**config.mk**
```make
export PLATFORM = sky130hd
export DESIGN_NAME = mmio_uart_tx
export DESIGN_NICKNAME = d
export VERILOG_FILES = /design/src/rtl/uart_pkg.sv /design/src/rtl/sync_fifo.sv /design/src/rtl/mmio_uart_tx.sv
export SDC_FILE = /design/constraint.sdc
export NUM_CORES = 1
export LEC_CHECK = 0
export BUFFER_PORTS_ARGS = -buffer_cell sky130_fd_sc_hd__buf_4
export CAP_MARGIN = 25
export CELL_PAD_IN_SITES_DETAIL_PLACEMENT = 2
export CELL_PAD_IN_SITES_GLOBAL_PLACEMENT = 2
export CORE_UTILIZATION = 36
export DETAILED_ROUTE_END_ITERATION = 10
export PLACE_DENSITY_LB_ADDON = 0.1
export SLEW_MARGIN = 15
export SYNTH_ARGS = -nofsm -noshare
export SYNTH_HDL_FRONTEND = slang
export SYNTH_SLANG_ARGS = --single-unit
```
**constraint.sdc**
```tcl
create_clock -name clk -period 4.5 [get_ports clk]
set_input_delay 0.9 -clock clk [delete_from_list [all_inputs] [get_ports clk]]
set_output_delay 0.9 -clock clk [all_outputs]
set_load 0.005 [all_outputs]
```
**src/rtl/uart_pkg.sv**
```systemverilog
// uart_pkg: shared types and constants for the memory-mapped UART transmitter.
//   uart_state_e - transmitter FSM state encoding
//   TXDATA_OFF   - addr_i[2] value selecting the TXDATA register
//   STATUS_OFF   - addr_i[2] value selecting the STATUS register
package uart_pkg;

  typedef enum logic [1:0] {
    IDLE  = 2'd0,
    START = 2'd1,
    DATA  = 2'd2,
    STOP  = 2'd3
  } uart_state_e;

  localparam logic TXDATA_OFF = 1'b0;
  localparam logic STATUS_OFF = 1'b1;

endpackage

```
**src/rtl/sync_fifo.sv**
```systemverilog
// sync_fifo: single-clock FIFO with extra-MSB read/write pointers.
//   clk, rst_n - clock, asynchronous active-low reset (discards contents)
//   push_i     - write wdata_i; ignored when full unless pop_i is also accepted
//   pop_i      - drop the head entry; ignored when empty
//   wdata_i    - data to push
//   rdata_o    - head entry, read combinationally
//   full_o     - DEPTH entries held
//   empty_o    - no entries held
module sync_fifo #(
  parameter int unsigned WIDTH = 8,
  parameter int unsigned DEPTH = 8
) (
  input  logic             clk,
  input  logic             rst_n,
  input  logic             push_i,
  input  logic             pop_i,
  input  logic [WIDTH-1:0] wdata_i,
  output logic [WIDTH-1:0] rdata_o,
  output logic             full_o,
  output logic             empty_o
);

  localparam int unsigned AW = $clog2(DEPTH);

  logic [AW:0]      r_wr_ptr;
  logic [AW:0]      r_rd_ptr;
  logic [WIDTH-1:0] r_mem [DEPTH];

  logic w_push_ok;
  logic w_pop_ok;

  assign empty_o = (r_wr_ptr == r_rd_ptr);
  assign full_o  = (r_wr_ptr[AW] != r_rd_ptr[AW]) && (r_wr_ptr[AW-1:0] == r_rd_ptr[AW-1:0]);

  assign w_pop_ok  = pop_i && !empty_o;
  // A simultaneous pop frees the slot, so a push into a full FIFO still lands.
  assign w_push_ok = push_i && (!full_o || w_pop_ok);

  assign rdata_o = r_mem[r_rd_ptr[AW-1:0]];

  always_ff @(posedge clk or negedge rst_n) begin
    if (!rst_n) begin
      r_wr_ptr <= '0;
      r_rd_ptr <= '0;
    end else begin
      if (w_push_ok) r_wr_ptr <= r_wr_ptr + 1'b1;
      if (w_pop_ok)  r_rd_ptr <= r_rd_ptr + 1'b1;
    end
  end

  always_ff @(posedge clk) begin
    if (w_push_ok) r_mem[r_wr_ptr[AW-1:0]] <= wdata_i;
  end

endmodule

```
**src/rtl/mmio_uart_tx.sv**
```systemverilog
// mmio_uart_tx: memory-mapped 8N1 UART transmitter with a TX FIFO.
//   clk, rst_n - clock, asynchronous active-low reset
//   addr_i     - CPU data address; window is BASE_ADDR[31:3], register on addr_i[2]
//   wdata_i    - CPU write data
//   wr_i       - CPU write strobe
//   sel_o      - combinational window hit
//   rdata_o    - registered read data (one cycle after addr_i)
//   tx_o       - serial line, idles high, driven from a flop
//   busy_o     - FIFO non-empty or a frame in progress
module mmio_uart_tx
  import uart_pkg::*;
#(
  parameter logic [31:0] BASE_ADDR    = 32'h0000_F000,
  parameter int unsigned CLKS_PER_BIT = 16,
  parameter int unsigned FIFO_DEPTH   = 8
) (
  input  logic        clk,
  input  logic        rst_n,
  input  logic [31:0] addr_i,
  input  logic [31:0] wdata_i,
  input  logic        wr_i,
  output logic        sel_o,
  output logic [31:0] rdata_o,
  output logic        tx_o,
  output logic        busy_o
);

  localparam int unsigned       BaudW   = $clog2(CLKS_PER_BIT);
  localparam logic [BaudW-1:0]  BaudMax = BaudW'(CLKS_PER_BIT - 1);

  uart_state_e      r_state;
  logic [BaudW-1:0] r_baud;
  logic [2:0]       r_bit_idx;
  logic [7:0]       r_shift;
  logic             r_tx;
  logic             r_ovf;
  logic [31:0]      r_rdata;

  logic       w_wr_en;
  logic       w_push;
  logic       w_pop;
  logic       w_clr_ovf;
  logic       w_full;
  logic       w_empty;
  logic [7:0] w_fifo_rdata;
  logic       w_unused;

  assign sel_o     = (addr_i[31:3] == BASE_ADDR[31:3]);
  assign w_wr_en   = wr_i && sel_o;
  assign w_push    = w_wr_en && (addr_i[2] == TXDATA_OFF);
  assign w_clr_ovf = w_wr_en && (addr_i[2] == STATUS_OFF) && wdata_i[3];
  assign w_unused  = ^{addr_i[1:0], wdata_i[31:8]};

  // The FSM pops when it starts a frame: from IDLE, or straight out of the
  // last STOP cycle so back-to-back frames have no gap.
  assign w_pop = !w_empty &&
                 ((r_state == IDLE) || ((r_state == STOP) && (r_baud == '0)));

  sync_fifo #(
    .WIDTH (8),
    .DEPTH (FIFO_DEPTH)
  ) u_fifo (
    .clk     (clk),
    .rst_n   (rst_n),
    .push_i  (w_push),
    .pop_i   (w_pop),
    .wdata_i (wdata_i[7:0]),
    .rdata_o (w_fifo_rdata),
    .full_o  (w_full),
    .empty_o (w_empty)
  );

  always_ff @(posedge clk or negedge rst_n) begin
    if (!rst_n) begin
      r_ovf <= 1'b0;
    end else if (w_push && w_full && !w_pop) begin
      r_ovf <= 1'b1;
    end else if (w_clr_ovf) begin
      r_ovf <= 1'b0;
    end
  end

  always_ff @(posedge clk or negedge rst_n) begin
    if (!rst_n) begin
      r_rdata <= '0;
    end else if (sel_o && (addr_i[2] == STATUS_OFF)) begin
      r_rdata <= {28'd0, r_ovf, (r_state != IDLE), w_empty, w_full};
    end else begin
      r_rdata <= '0;
    end
  end

  always_ff @(posedge clk or negedge rst_n) begin
    if (!rst_n) begin
      r_state   <= IDLE;
      r_baud    <= '0;
      r_bit_idx <= '0;
      r_shift   <= '0;
      r_tx      <= 1'b1;
    end else begin
      unique case (r_state)
        IDLE: begin
          if (w_pop) begin
            r_state <= START;
            r_baud  <= BaudMax;
            r_shift <= w_fifo_rdata;
            r_tx    <= 1'b0;
          end
        end
        START: begin
          if (r_baud == '0) begin
            r_state   <= DATA;
            r_baud    <= BaudMax;
            r_bit_idx <= '0;
            r_tx      <= r_shift[0];
            r_shift   <= {1'b0, r_shift[7:1]};
          end else begin
            r_baud <= r_baud - BaudW'(1);
          end
        end
        DATA: begin
          if (r_baud == '0) begin
            r_baud <= BaudMax;
            if (r_bit_idx == 3'd7) begin
              r_state <= STOP;
              r_tx    <= 1'b1;
            end else begin
              r_bit_idx <= r_bit_idx + 3'd1;
              r_tx      <= r_shift[0];
              r_shift   <= {1'b0, r_shift[7:1]};
            end
          end else begin
            r_baud <= r_baud - BaudW'(1);
          end
        end
        STOP: begin
          if (r_baud == '0) begin
            if (w_pop) begin
              r_state <= START;
              r_baud  <= BaudMax;
              r_shift <= w_fifo_rdata;
              r_tx    <= 1'b0;
            end else begin
              r_state <= IDLE;
            end
          end else begin
            r_baud <= r_baud - BaudW'(1);
          end
        end
        default: r_state <= IDLE;
      endcase
    end
  end

  assign tx_o    = r_tx;
  assign rdata_o = r_rdata;
  assign busy_o  = !w_empty || (r_state != IDLE);

endmodule
```
==> summary.md, run 1 <==
| Metric | Value |
|---|---|
| Status | `completed` |
| Pre-CTS setup slack | `a little over 1 ns` |
| Cell area after synthesis | `roughly 0.0044 mm^2` |
| Total track usage | `0.182` |
| Simple-gate area share of the yosys netlist | `0.0944` |
| WP depth | `5` |
| Routed Wire Length | `~11 mm` |
| Sequential share of power | `0.532` |
| Largest net degree at the start of global routing | `32` |
| FF-to-FF setup slack | `roughly 1.7 ns` |
| Number of failing hold endpoints at the final stage | `0` |
| CTS tree | `done` |
| FF-to-FF path depth | `9` |
| Max_slew headroom | `0.405` |
| CP max stage delay | `roughly 0.80 ns` |
| Via count | `around 2700` |
| Max_cap viols | `0` |
| Global-route wire length before repair | `roughly 17 mm` |
| Largest family of logic cells by synthesized area | `multiplexers` |
| Net count, final | `roughly 450` |
| WL/cell | `about 20 um` |
| Critical Path Slowest Stage Cell | `nor4_1` |
| Post-synthesis mux area share | `0.105` |
| Yosys Warn Count | `0` |
| Routed Antenna Nets | `0` |
| Crit path kind | `in -> out` |
| DRC errors left | `0` |
| Clk network pwr share | `0.439` |
| Ant. Diodes | `0` |
| Synth Area in Adders | `0.0283` |
| HPWL after DPL | `a little over 7 mm` |
| Setup Buffers After CTS | `0` |
| Pwr Total | `1.75 mW` |
| Fillers | `~1200` |
| Crit-path max FO | `5` |
| Worst-path clk slew | `~0.070 ns` |
| Avg Cell Area, Syn | `around 14 um^2` |
| Crit path buf inv count | `2` |
| Final worst slack | `approximately 1.1 ns` |
| Worst hold-check path type | `in -> async` |
| Worst slew pin tran | `roughly 0.88 ns` |
| Setup Viol. Count Final | `0` |
| Compound-gate portion of the synthesized area | `0.0656` |
| Root buf cell | `clkbuf_16` |
| Worst r2r src | `r_baud[0]` |
| Core area | `~0.012 mm^2` |
| Gpl congestion | `0.732` |
| Main flop type after synthesis | `edfxtp_1` |
| R2R Path End | `u_fifo.r_mem[1][0]` |
| Post-Syn Instances | `roughly 320` |
| Post-synthesis xor/xnor area fraction | `0.0198` |
| Post-CTS Hold Buffers | `0` |
| Setup crit end kind | `output pin` |
| Final period utilization | `0.750` |
| FFs w/ async S/R, synth | `0.326` |
| Slew Limit Fails | `0` |
| Peak Freq | `~300 MHz` |
| Boundary pin count | `between 100 and 150` |
| Seq/Total Area, Yosys | `0.610` |
| CTS max path bufs | `2` |
| Unique masters post-synth | `52` |
| Yosys reg bits | `between 90 and 100` |
| Initial antenna violation count | `0` |
| CTS HTree Levels | `3` |
| Gate power share | `0.028` |
| Largest delay contributor family on the critical path | `simple AND/OR/NAND/NOR gates` |
| Inserted Clock Buffers | `9` |
| Sw Pwr | `0.362 mW` |
| EDFF count, synth | `64` |
| Pre-antenna DRT Iters | `4` |
| Resize count post-CTS | `0` |
| Sink Count | `95` |
| Final setup skew | `0.00932 ns` |
| Layout area overhead | `17.0%` |
| Hold Slack | `around 0.5 ns` |
| Critical Path End | `sel_o` |
| Worst-skew pair later-pin latency | `0.35 ns` |
| Die area | `~0.013 mm^2` |
| Port bufs | `47` |
| Critical-path cell list | `buf_4, nor4_1, nand2_1, nor4_1, buf_4` |
| Vias in the first global route | `2939` |
| Internal power | `1.39 mW` |
| Arrival time worst endpoint | `2.47 ns` |
| Total grt overflow | `0` |
| Pwr per Cell Area | `roughly 340 mW/mm^2` |
| Die span in x | `between 100 and 150 um` |
| DR iter-0 viols | `between 150 and 200` |
| Startpoint Class | `input pin` |
| Worst Path Required | `~3.6 ns` |
| RSZ-0062 raised after global routing | `no` |
| Switch share | `0.206` |
| Post-layout min period | `3.37 ns` |
| LEAKAGE | `around 2 nW` |
| Initial Util | `0.369` |
| Die Y | `113 um` |
| Layout cells sized above 1 | `0.258` |
| Std cell rows | `40` |
| Max IR drop VDD | `261 uV` |
| Setup TNS | `0 ns` |
| Vias per cell | `5.25` |
| Critical Path Source | `addr_i[7]` |
final cells by class:
type / count / area (um^2) / area share
Tap cell: 147 / 184 / 0.0355
Inverter: 16 / 60.1 / 0.0116
Sequential cell: 95 / 2700 / 0.521
Clock buffer: 10 / 229 / 0.0442
Clock inverter: 6 / 68.8 / 0.0133
Timing Repair Buffer: 59 / 443 / 0.0855
Multi-Input combinational cell: 190 / 1500 / 0.289
cell usage in the layout (no fill, tap or decap), drive strengths merged, types with 2 or more instances in the layout:
| master | synthesis | layout |
|---|---|---|
| nand3 | 5 | 5 |
| a21oi | 6 | 6 |
| nor2 | 14 | 14 |
| conb | 1 | 28 |
| nor3 | 3 | 3 |
| xor2 | 6 | 6 |
| buf | 34 | 59 |
| nor4 | 10 | 10 |
| dfrtp | 30 | 30 |
| nor3b | 2 | 2 |
| nor2b | 4 | 4 |
| xnor2 | 4 | 4 |
| o31ai | 2 | 2 |
| nand2 | 19 | 19 |
| inv | 16 | 18 |
| or4 | 3 | 3 |
| a222oi | 8 | 8 |
| mux4 | 14 | 14 |
| clkbuf | 10 | 10 |
| clkinvlp | 0 | 2 |
| nor4b | 5 | 5 |
| and3 | 2 | 2 |
| mux2i | 11 | 11 |
| mux2 | 3 | 3 |
| ha | 10 | 10 |
| or3 | 2 | 2 |
| a22o | 3 | 3 |
| o21ai | 9 | 9 |
| edfxtp | 64 | 64 |
cells in the mapped netlist, types with 2 or more instances:
cell type | count | area share
edfxtp_1 | 64 | 0.43
dfrtp_1 | 30 | 0.17
buf_4 | 28 | 0.047
nand2_1 | 19 | 0.016
inv_1 | 16 | 0.014
mux4_2 | 14 | 0.071
nor2_1 | 14 | 0.012
mux2i_1 | 11 | 0.025
clkbuf_1 | 10 | 0.0085
ha_1 | 10 | 0.028
nor4_1 | 10 | 0.014
o21ai_0 | 9 | 0.010
a222oi_1 | 8 | 0.018
a21oi_1 | 6 | 0.0068
xor2_1 | 6 | 0.012
nand3_1 | 5 | 0.0057
nor2b_1 | 4 | 0.0057
nor4b_1 | 4 | 0.0079
xnor2_1 | 4 | 0.0079
a22o_1 | 3 | 0.0059
buf_1 | 3 | 0.0025
nor3_1 | 3 | 0.0034
and3_1 | 2 | 0.0028
buf_2 | 2 | 0.0023
mux2_2 | 2 | 0.0051
nor3b_1 | 2 | 0.0034
o31ai_1 | 2 | 0.0034
or3_1 | 2 | 0.0028
or4_1 | 2 | 0.0034
state kept, by name (all words and copies together), names as in the netlist:
name,flops
r_state,2
u_fifo.r_rd_ptr,4
r_shift,8
r_bit_idx,3
r_baud,4
r_ovf,1
tx_o,1
rdata_o,4
u_fifo.r_wr_ptr,4
u_fifo.r_mem,64
through the flow:
step / utilization / cells / area, um^2
floorplan: - / 345 / 4530
detailed placement: 0.406 / 507 / 4880
CTS: 0.431 / 523 / 5180
global placement: 0.406 / 507 / 4880
finish: 0.431 / 523 / 5180
global route: 0.431 / 523 / 5180
worst register-to-register path: cells and delay by family (launching register included):
family | cells | cell delay, ns
AO/OA/AOI/OAI | 1 | 0.10
AND/OR/NAND/NOR | 4 | 1.24
flip-flops | 1 | 0.44
buffers and inverters | 3 | 0.54
adder cells (fa/ha/maj) | 1 | 0.24
layer usage:
layer  track usage  up-vias  wire [um]
met1         0.229     1447       4670
li1              -     1257          -
met2         0.316       36       5590
met5             0        -          0
met3        0.0295        8        177
met4        0.0711        0        136
power by group through the flow:
stage / Combinational [mW] / Sequential, mW / Clock, mW
2_1_floorplan: 0.0255 / 0.952 / 0
3_3_place_gp: 0.0479 / 0.952 / 0
3_5_place_dp: 0.0504 / 0.952 / 0
4_1_cts: 0.0504 / 0.933 / 0.795
5_1_grt: 0.0562 / 0.933 / 0.827
6_report: 0.0498 / 0.933 / 0.770
cells by family after synthesis:
family                     after synthesis
AOI/OAI and AO/OA                       39
xor gates and xnor gates                10
adders and majority gates               10
buffers and inverters                   60
DFF                                     95
muxes                                   28
other                                    1
and+or+nand+nor                         75
how the worst min path moves through the flow:
stage	start	end	slack, ns
3_3_place_gp	u_fifo.r_rd_ptr[3]	u_fifo.r_rd_ptr[3]	0.48
3_5_place_dp	u_fifo.r_rd_ptr[3]	u_fifo.r_rd_ptr[3]	0.48
6_report	rst_n	r_baud[3]	0.49
5_1_grt	tx_o	tx_o	0.50
4_1_cts	rst_n	rdata_o[2]	0.50
2_1_floorplan	u_fifo.r_wr_ptr[3]	u_fifo.r_wr_ptr[3]	0.46
No activity file was read; power rests on OpenSTA's default activity.
==> inputs of run 2 (changes only) <==
--- a/config.mk
+++ b/config.mk
@@ -5,11 +5,12 @@
 export SDC_FILE = /design/constraint.sdc
 export NUM_CORES = 1
 export LEC_CHECK = 0
+export ABC_AREA = 1
 export BUFFER_PORTS_ARGS = -buffer_cell sky130_fd_sc_hd__buf_4
 export CAP_MARGIN = 25
 export CELL_PAD_IN_SITES_DETAIL_PLACEMENT = 2
 export CELL_PAD_IN_SITES_GLOBAL_PLACEMENT = 2
-export CORE_UTILIZATION = 36
+export CORE_UTILIZATION = 33
 export DETAILED_ROUTE_END_ITERATION = 10
 export PLACE_DENSITY_LB_ADDON = 0.1
 export SLEW_MARGIN = 15
==> constraint.sdc (replaced) <==
create_clock -name clk -period 3.5 [get_ports clk]
set_input_delay 0.7 -clock clk [delete_from_list [all_inputs] [get_ports clk]]
set_output_delay 0.7 -clock clk [all_outputs]
set_load 0.005 [all_outputs]
==> run 2 against run 1 <==
Net effect: setup slack got worse by 0.28 ns; register-to-register slack worse by 0.57 ns; synthesized area rose by 8.8%; first-iteration DRC count decreased by 19%; sequential cell count unchanged; routed wire length grew 15%; combinational power rose by 39%; via count up 33%; clock skew is essentially flat; critical endpoint is now busy_o; highest routed layer unchanged.
==> summary.md, run 2 <==
| Metric | Value |
|---|---|
| Worst slew pin tran | `0.523 ns (was 0.884 ns)` |
| HPWL after DPL | `8.50 mm (was 7.07 mm)` |
| Initial antenna violation count | `0 (unchanged)` |
| Yosys Warn Count | `0 (unchanged)` |
| Total track usage | `0.179 (was 0.182)` |
| Placed cell count | `747 (was 507)` |
| Fin cells | `763 (was 523)` |
| Largest family of logic cells by synthesized area | `simple AND/OR/NAND/NOR gates (was multiplexers)` |
| Final period utilization | `0.759` |
| R2R Path End | `u_fifo.r_mem[6][3] (was u_fifo.r_mem[1][0])` |
| Net count, final | `655 (was 448)` |
| Max_cap viols | `0 (unchanged)` |
| Yosys reg bits | `95 (unchanged)` |
| Vias in the first global route | `3951 (was 2939)` |
| Arrival time worst endpoint | `1.96 ns (was 2.47 ns)` |
| Simple-gate area share of the yosys netlist | `0.245 (was 0.0944)` |
| Top cells by count, synth | `132 x nand2_1, 64 x edfxtp_1, 58 x nor2_1 (was 64 x edfxtp_1, 30 x dfrtp_1, 28 x buf_4)` |
| Worst Path Required | `2.80 ns (was 3.60 ns)` |
| Max_slew headroom | `0.651 (was 0.405)` |
| Post-CTS Hold Buffers | `0 (unchanged)` |
| Setup Buffers After CTS | `0 (unchanged)` |
| Compound-gate portion of the synthesized area | `0.0619 (was 0.0656)` |
| Setup crit end kind | `output pin (unchanged)` |
| Vias per cell | `4.78 (was 5.25)` |
| Die span in x | `123 um (was 113 um)` |
| Final setup skew | `0.00973 ns (was 0.00932 ns)` |
| Crit path kind | `reg -> out (was in -> out)` |
| Post-DP Area | `0.00532 mm^2 (was 0.00488 mm^2)` |
| Resize count post-CTS | `0 (unchanged)` |
| Max IR drop VDD | `255 uV (was 261 uV)` |
| Ant. Diodes | `0 (unchanged)` |
| Die area | `0.0151 mm^2 (was 0.0127 mm^2)` |
| Pre-antenna DRT Iters | `4 (unchanged)` |
| Post-synthesis xor/xnor area fraction | `0.00728 (was 0.0198)` |
| Gpl congestion | `0.721 (was 0.732)` |
| Avg Cell Area, Syn | `9.26 um^2 (was 13.9 um^2)` |
| Std cell rows | `43 (was 40)` |
| Cell area after synthesis | `0.00481 mm^2 (was 0.00443 mm^2)` |
| RSZ-0062 raised after global routing | `no (unchanged)` |
| Synth area leaders | `edfxtp_1 40%, dfrtp_1 16%, nand2_1 10% (was edfxtp_1 43%, dfrtp_1 17%, mux4_2 7.1%)` |
| Slew Limit Fails | `0 (unchanged)` |
| Worst-path clk slew | `0.07 ns (about the same)` |
| FF-to-FF setup slack | `1.08 ns (was 1.65 ns)` |
| Commonest non-fill, non-tap cell in the layout | `nand2_1 (was edfxtp_1)` |
| Core area | `0.0140 mm^2 (was 0.0120 mm^2)` |
| Via count | `3650 (was 2748)` |
| DRC errors left | `0 (unchanged)` |
| Pre-CTS setup slack | `0.911 ns (was 1.02 ns)` |
| CTS max path bufs | `2 (unchanged)` |
| Final worst slack | `0.843 ns (was 1.13 ns)` |
| Setup Viol. Count Final | `0 (unchanged)` |
| Status | `completed (unchanged)` |
| Worst r2r src | `r_baud[0] (unchanged)` |
| Top-area cell type share of the netlist area | `0.399 (was 0.434)` |
| CTS HTree Levels | `3 (unchanged)` |
| Port bufs | `47 (unchanged)` |
| Commonest non-fill, non-tap cells in the layout | `132 x nand2_1, 64 x edfxtp_1, 61 x buf_4 (was 64 x edfxtp_1, 59 x buf_4, 30 x dfrtp_1)` |
| Routed Antenna Nets | `0 (unchanged)` |
| CTS tree | `done (unchanged)` |
| Main flop type after synthesis | `edfxtp_1 (unchanged)` |
| Pwr per Cell Area | `398 mW/mm^2 (was 339 mW/mm^2)` |
| Peak Freq | `376 MHz` |
| Global-route wire length before repair | `20.1 mm (was 16.9 mm)` |
| Number of failing hold endpoints at the final stage | `0 (unchanged)` |
| Startpoint Class | `flip-flop (was input pin)` |
| Post-Syn Instances | `520 (was 318)` |
| Worst-skew pair later-pin latency | `0.35 ns (about the same)` |
| Synth Area in Adders | `0.0260 (was 0.0283)` |
| Boundary pin count | `102 (unchanged)` |
| Largest net degree at the start of global routing | `48 (was 32)` |
| Unique masters post-synth | `36 (was 52)` |
| Seq/Total Area, Yosys | `0.561 (was 0.610)` |
| DR iter-0 viols | `146 (was 180)` |
| Root buf cell | `clkbuf_16 (unchanged)` |
| Sink Count | `95 (unchanged)` |
| Synth area leader | `edfxtp_1 (unchanged)` |
| Total grt overflow | `0 (unchanged)` |
| LEAKAGE | `2.49 nW (was 1.97 nW)` |
| Worst hold-check path type | `in -> async (unchanged)` |
| Inserted Clock Buffers | `9 (unchanged)` |
| Layout area overhead | `16.5% (was 17.0%)` |
| Routed Wire Length | `12.2 mm (was 10.6 mm)` |
| Final instance area | `0.00561 mm^2 (was 0.00518 mm^2)` |
| FFs w/ async S/R, synth | `0.326 (unchanged)` |
| FF-to-FF path depth | `11 (was 9)` |
| Die Y | `123 um (was 113 um)` |
| Setup TNS | `0 ns (unchanged)` |
| Max reg flops | `64 (unchanged)` |
| Initial Util | `0.343 (was 0.369)` |
| WL/cell | `16.0 um (was 20.2 um)` |
| Post-synthesis mux area share | `0 (was 0.105)` |
| Crit-path max FO | `11 (was 5)` |
| EDFF count, synth | `64 (unchanged)` |
| Count leader, synth | `nand2_1 (was edfxtp_1)` |
| Util after Layout | `0.399 (was 0.431)` |
| Post-layout min period | `2.66 ns` |
| Layout cells sized above 1 | `0.184 (was 0.258)` |
[run 2: cell count changes after synthesis, sizes merged, moves of 9 or more]
| cell | delta |
|---|---|
| clkbuf | -9 |
| o21ai | +41 |
| nor2 | +47 |
| inv | +34 |
| nor4 | -10 |
| nand3 | +24 |
| nand2 | +121 |
| mux2i | -11 |
| mux4 | -14 |
| or2 | +16 |
[run 2: cells by family after synthesis]
group | Yosys count
compound gates | 57
xor+xnor | 4
fa+ha+maj | 10
buf+inv | 91
flops | 95
other cells | 1
simple gates | 262
[run 2: worst max-delay path, cell delays in order, from the launching register on]
cell and delay, ns:
dfrtp_1 0.67, inv_2 0.26, nand2_1 0.11, nand2_1 0.08, nor2_2 0.16, nand3_1 0.15, buf_4 0.16
[run 2: how the worst max path moves through the flow]
stage                        from                  to  slack [ns]  depth (start not counted)
2_1_floorplan          addr_i[28]  u_fifo.r_mem[6][0]        1.09                          8
3_3_place_gp           addr_i[28]  u_fifo.r_mem[6][6]        0.97                         10
3_5_place_dp           addr_i[26]  u_fifo.r_mem[6][6]        0.91                         10
4_1_cts        u_fifo.r_rd_ptr[2]              busy_o        0.76                          6
5_1_grt        u_fifo.r_rd_ptr[2]              busy_o        0.68                          6
6_report       u_fifo.r_rd_ptr[2]              busy_o        0.84                          6
[run 2: layout make-up]
type	count	area (um^2)
clock buffer	9	225
clock inverter	7	66.3
fill	1540	8430
inverter	50	193
multi-input combinational	361	1740
sequential	95	2700
tap	180	225
timing repair buffer	61	458
[run 2: metrics by stage]
step | total power [mW] | hold slack (ns)
finish | 2.23 | 0.288
global route | 2.32 | 0.320
CTS | 2.28 | 0.294
detailed placement | 1.29 | 0.473
global placement | 1.29 | 0.466
floorplan | 1.26 | 0.404
[run 2: report_power, final]
part	internal (mW)	switching, mW
combinational	0.0318	0.0374
clock	0.498	0.467
sequential	1.20	0.00000000367
total	1.73	0.504
[run 2: metal layers]
layer,global-route usage,wire length [um],part of all wire
met1,0.219,5380,0.44
met4,0.0579,185,0.015
met3,0.0418,414,0.034
met5,0,0,0
met2,0.310,6230,0.51
==> inputs of run 3 (changes only) <==
--- a/config.mk
+++ b/config.mk
@@ -5,12 +5,12 @@
 export SDC_FILE = /design/constraint.sdc
 export NUM_CORES = 1
 export LEC_CHECK = 0
-export ABC_AREA = 1
+export ABC_AREA = 0
 export BUFFER_PORTS_ARGS = -buffer_cell sky130_fd_sc_hd__buf_4
 export CAP_MARGIN = 25
 export CELL_PAD_IN_SITES_DETAIL_PLACEMENT = 2
 export CELL_PAD_IN_SITES_GLOBAL_PLACEMENT = 2
-export CORE_UTILIZATION = 33
+export CORE_UTILIZATION = 36
 export DETAILED_ROUTE_END_ITERATION = 10
 export PLACE_DENSITY_LB_ADDON = 0.1
 export SLEW_MARGIN = 15
==> constraint.sdc (replaced) <==
create_clock -name clk -period 2.7 [get_ports clk]
set_input_delay 0.54 -clock clk [delete_from_list [all_inputs] [get_ports clk]]
set_output_delay 0.54 -clock clk [all_outputs]
set_load 0.005 [all_outputs]
==> run 3 against run 2 <==
Net effect: critical path depth rose by 2; clock skew fell by 0.00051 ns; routed wire length fell by 15%; worst hold slack got worse by 0.16 ns; sequential power rose by 30%; first-iteration DRC count rose by 10%; sequential share of layout area rose by 1.7 points; register-to-register slack got worse by 0.90 ns; clock power rose by 38%; largest cell class unchanged; highest routed layer unchanged.
==> summary.md, run 3 (synthesized netlist as in run 1, its figures left out) <==
| Metric | Value |
|---|---|
| Status | `completed (unchanged)` |
| Crit-path most repeated cell | `buf_4 (was nand2_1)` |
| Critical Path Slowest Stage Cell | `or4_1 (was dfrtp_1)` |
| Setup Viol. Count Final | `0 (unchanged)` |
| LEAKAGE | `2.06 nW (was 2.49 nW)` |
| Gate power share | `0.030 (was 0.031)` |
| Root buf cell | `clkbuf_16 (unchanged)` |
| Sw Pwr | `0.637 mW (was 0.504 mW)` |
| Ant. Diodes | `0 (unchanged)` |
| Crit path buf inv count | `3 (was 2)` |
| HPWL after DPL | `7.17 mm (was 8.50 mm)` |
| Die area | `0.0127 mm^2 (was 0.0151 mm^2)` |
| Vias in the first global route | `2984 (was 3951)` |
| WP depth | `8 (was 6)` |
| Net count, final | `462 (was 655)` |
| Initial antenna violation count | `0 (unchanged)` |
| Routed Antenna Nets | `0 (unchanged)` |
| Critical Path Source | `addr_i[7] (was u_fifo.r_rd_ptr[2])` |
| Die Y | `113 um (was 123 um)` |
| Fillers | `1185 (was 1540)` |
| Die span in x | `113 um (was 123 um)` |
| Clk network pwr share | `0.447 (was 0.432)` |
| Peak Freq | `around 400 MHz` |
| Setup crit end kind | `flip-flop (was output pin)` |
| Largest net degree at the start of global routing | `32 (was 48)` |
| Max IR drop VDD | `446 uV (was 255 uV)` |
| RSZ-0062 raised after global routing | `no (unchanged)` |
| Max_cap viols | `0 (unchanged)` |
| Crit path kind | `in -> reg (was reg -> out)` |
| Worst r2r src | `r_baud[0] (unchanged)` |
| Commonest non-fill, non-tap cells in the layout | `71 x buf_4, 64 x edfxtp_1, 30 x dfrtp_1 (was 132 x nand2_1, 64 x edfxtp_1, 61 x buf_4)` |
| CP max stage delay | `0.57 ns (was 0.67 ns)` |
| Total track usage | `0.179 (about the same)` |
| Worst-path clk slew | `0.07 ns (about the same)` |
| Critical-path cell list | `buf_4, nor4_2, nand2_1, or4_1, or3_1, buf_4, nor4b_4, buf_12 (was inv_2, nand2_1, nand2_1, nor2_2, nand3_1, buf_4)` |
| WL/cell | `19.3 um (was 16.0 um)` |
| Routed Wire Length | `10.4 mm (was 12.2 mm)` |
| Total grt overflow | `0 (unchanged)` |
| Via count | `2773 (was 3650)` |
| Sink Count | `95 (unchanged)` |
| Commonest non-fill, non-tap cell in the layout | `buf_4 (was nand2_1)` |
| Worst hold-check path type | `in -> async (unchanged)` |
| Std cell rows | `40 (was 43)` |
| R2R Path End | `u_fifo.r_mem[1][5] (was u_fifo.r_mem[6][3])` |
| FF-to-FF path depth | `9 (was 11)` |
| Worst slew pin tran | `0.648 ns (was 0.523 ns)` |
| Pwr per Cell Area | `550 mW/mm^2 (was 398 mW/mm^2)` |
| Number of failing hold endpoints at the final stage | `0 (unchanged)` |
| Core area | `0.0120 mm^2 (was 0.0140 mm^2)` |
| Largest delay contributor family on the critical path | `simple AND/OR/NAND/NOR gates (was flip-flops)` |
| Worst-skew pair later-pin latency | `0.36 ns (was 0.35 ns)` |
| Layout cells sized above 1 | `0.313 (was 0.184)` |
| Port bufs | `47 (unchanged)` |
| Post-layout min period | `around 2.5 ns` |
| Global-route wire length before repair | `16.7 mm (was 20.1 mm)` |
| Layout area overhead | `22.3% (was 16.5%)` |
| Slew Limit Fails | `0 (unchanged)` |
| Internal power | `2.34 mW (was 1.73 mW)` |
| Boundary pin count | `102 (unchanged)` |
| DR iter-0 viols | `161 (was 146)` |
| Gpl congestion | `0.729 (was 0.721)` |
| Arrival time worst endpoint | `2.61 ns (was 1.96 ns)` |
| Max_slew headroom | `0.567 (was 0.651)` |
| Startpoint Class | `input pin (was flip-flop)` |
| DRC errors left | `0 (unchanged)` |
| Switch share | `0.214 (was 0.226)` |
| Inserted Clock Buffers | `9 (unchanged)` |
| Worst Path Required | `2.77 ns (was 2.80 ns)` |
| Util after Layout | `0.451 (was 0.399)` |
| CTS HTree Levels | `3 (unchanged)` |
| Setup TNS | `0 ns (unchanged)` |
| Area of the multi-input gates | `0.00158 mm^2 (was 0.00174 mm^2)` |
| Final period utilization | `0.940` |
| Vias per cell | `5.16 (was 4.78)` |
| Pre-antenna DRT Iters | `10 (was 4)` |
| CTS tree | `done (unchanged)` |
| Total area of sequential cells | `0.00270 mm^2 (unchanged)` |
| Crit-path max FO | `9 (was 11)` |
| FF-to-FF setup slack | `0.18 ns (was 1.08 ns)` |
| Sequential share of power | `0.523 (was 0.537)` |
| Max reg flops | `64 (unchanged)` |
| Critical Path End | `u_fifo.r_mem[1][5] (was busy_o)` |
| Final setup skew | `0.00922 ns (was 0.00973 ns)` |
| Setup Buffers After CTS | `0 (unchanged)` |
| Initial Util | `0.369 (was 0.343)` |
| CTS max path bufs | `2 (unchanged)` |
## run 3: what timing repair did
item,CTS,global route
resized for setup,0,2
endpoints found under the setup margin,0,59
hold buffers,0,0
## run 3: worst min-delay path by stage
stage	startpoint	end	slack [ns]	cells after the start
floorplan	rst_n	r_baud[0]	0.24	0
global placement	tx_o	tx_o	0.48	1
detailed placement	u_fifo.r_rd_ptr[3]	u_fifo.r_rd_ptr[3]	0.48	1
CTS	rst_n	r_state[0]	0.13	1
global route	rst_n	r_baud[2]	0.15	1
finish	rst_n	r_ovf	0.13	1
## run 3: area by class of cell
class / count / area share
clock inverters: 7 / 0.0166
multi-input cells: 190 / 0.292
flip-flops and latches: 95 / 0.499
clock buffers: 9 / 0.0416
well taps: 147 / 0.0340
repair buffers: 73 / 0.106
inverters: 16 / 0.0111
## run 3: routing by layer
layer	part of all wire	GRT usage	wire (um)	vias up
met5	0	0	0	-
met4	0.019	0.0746	196	0
li1	-	-	-	1279
met1	0.45	0.225	4660	1430
met2	0.50	0.301	5250	50
met3	0.027	0.0380	284	14
## run 3: worst reg2reg max path, cell delays in order (launching register included)
cell	delay, ns
dfrtp_1	0.43
inv_1	0.10
ha_1	0.22
nor3b_2	0.24
a21oi_1	0.12
nor2b_1	0.17
or3_1	0.30
buf_4	0.19
nor4b_4	0.29
buf_12	0.17
## run 3: power groups by stage
stage | registers [mW] | logic (mW) | clock network (mW)
after floorplan | 1.59 | 0.0433 | 0
after global placement | 1.59 | 0.0843 | 0
after detailed placement | 1.59 | 0.0882 | 0
after CTS | 1.55 | 0.0881 | 1.37
after global routing | 1.55 | 0.0984 | 1.41
final | 1.56 | 0.0884 | 1.33
## run 3: through the flow
stage	hold WS (ns)	cells	power [mW]	instance area, um^2	worst slack [ns]
2_1_floorplan	0.244	345	1.63	4610	-0.109
3_3_place_gp	0.477	521	1.67	5090	-0.241
3_5_place_dp	0.480	521	1.67	5090	-0.284
4_1_cts	0.132	537	3.02	5400	0.0444
5_1_grt	0.152	537	3.06	5410	0.0125
6_report	0.128	537	2.97	5410	0.161
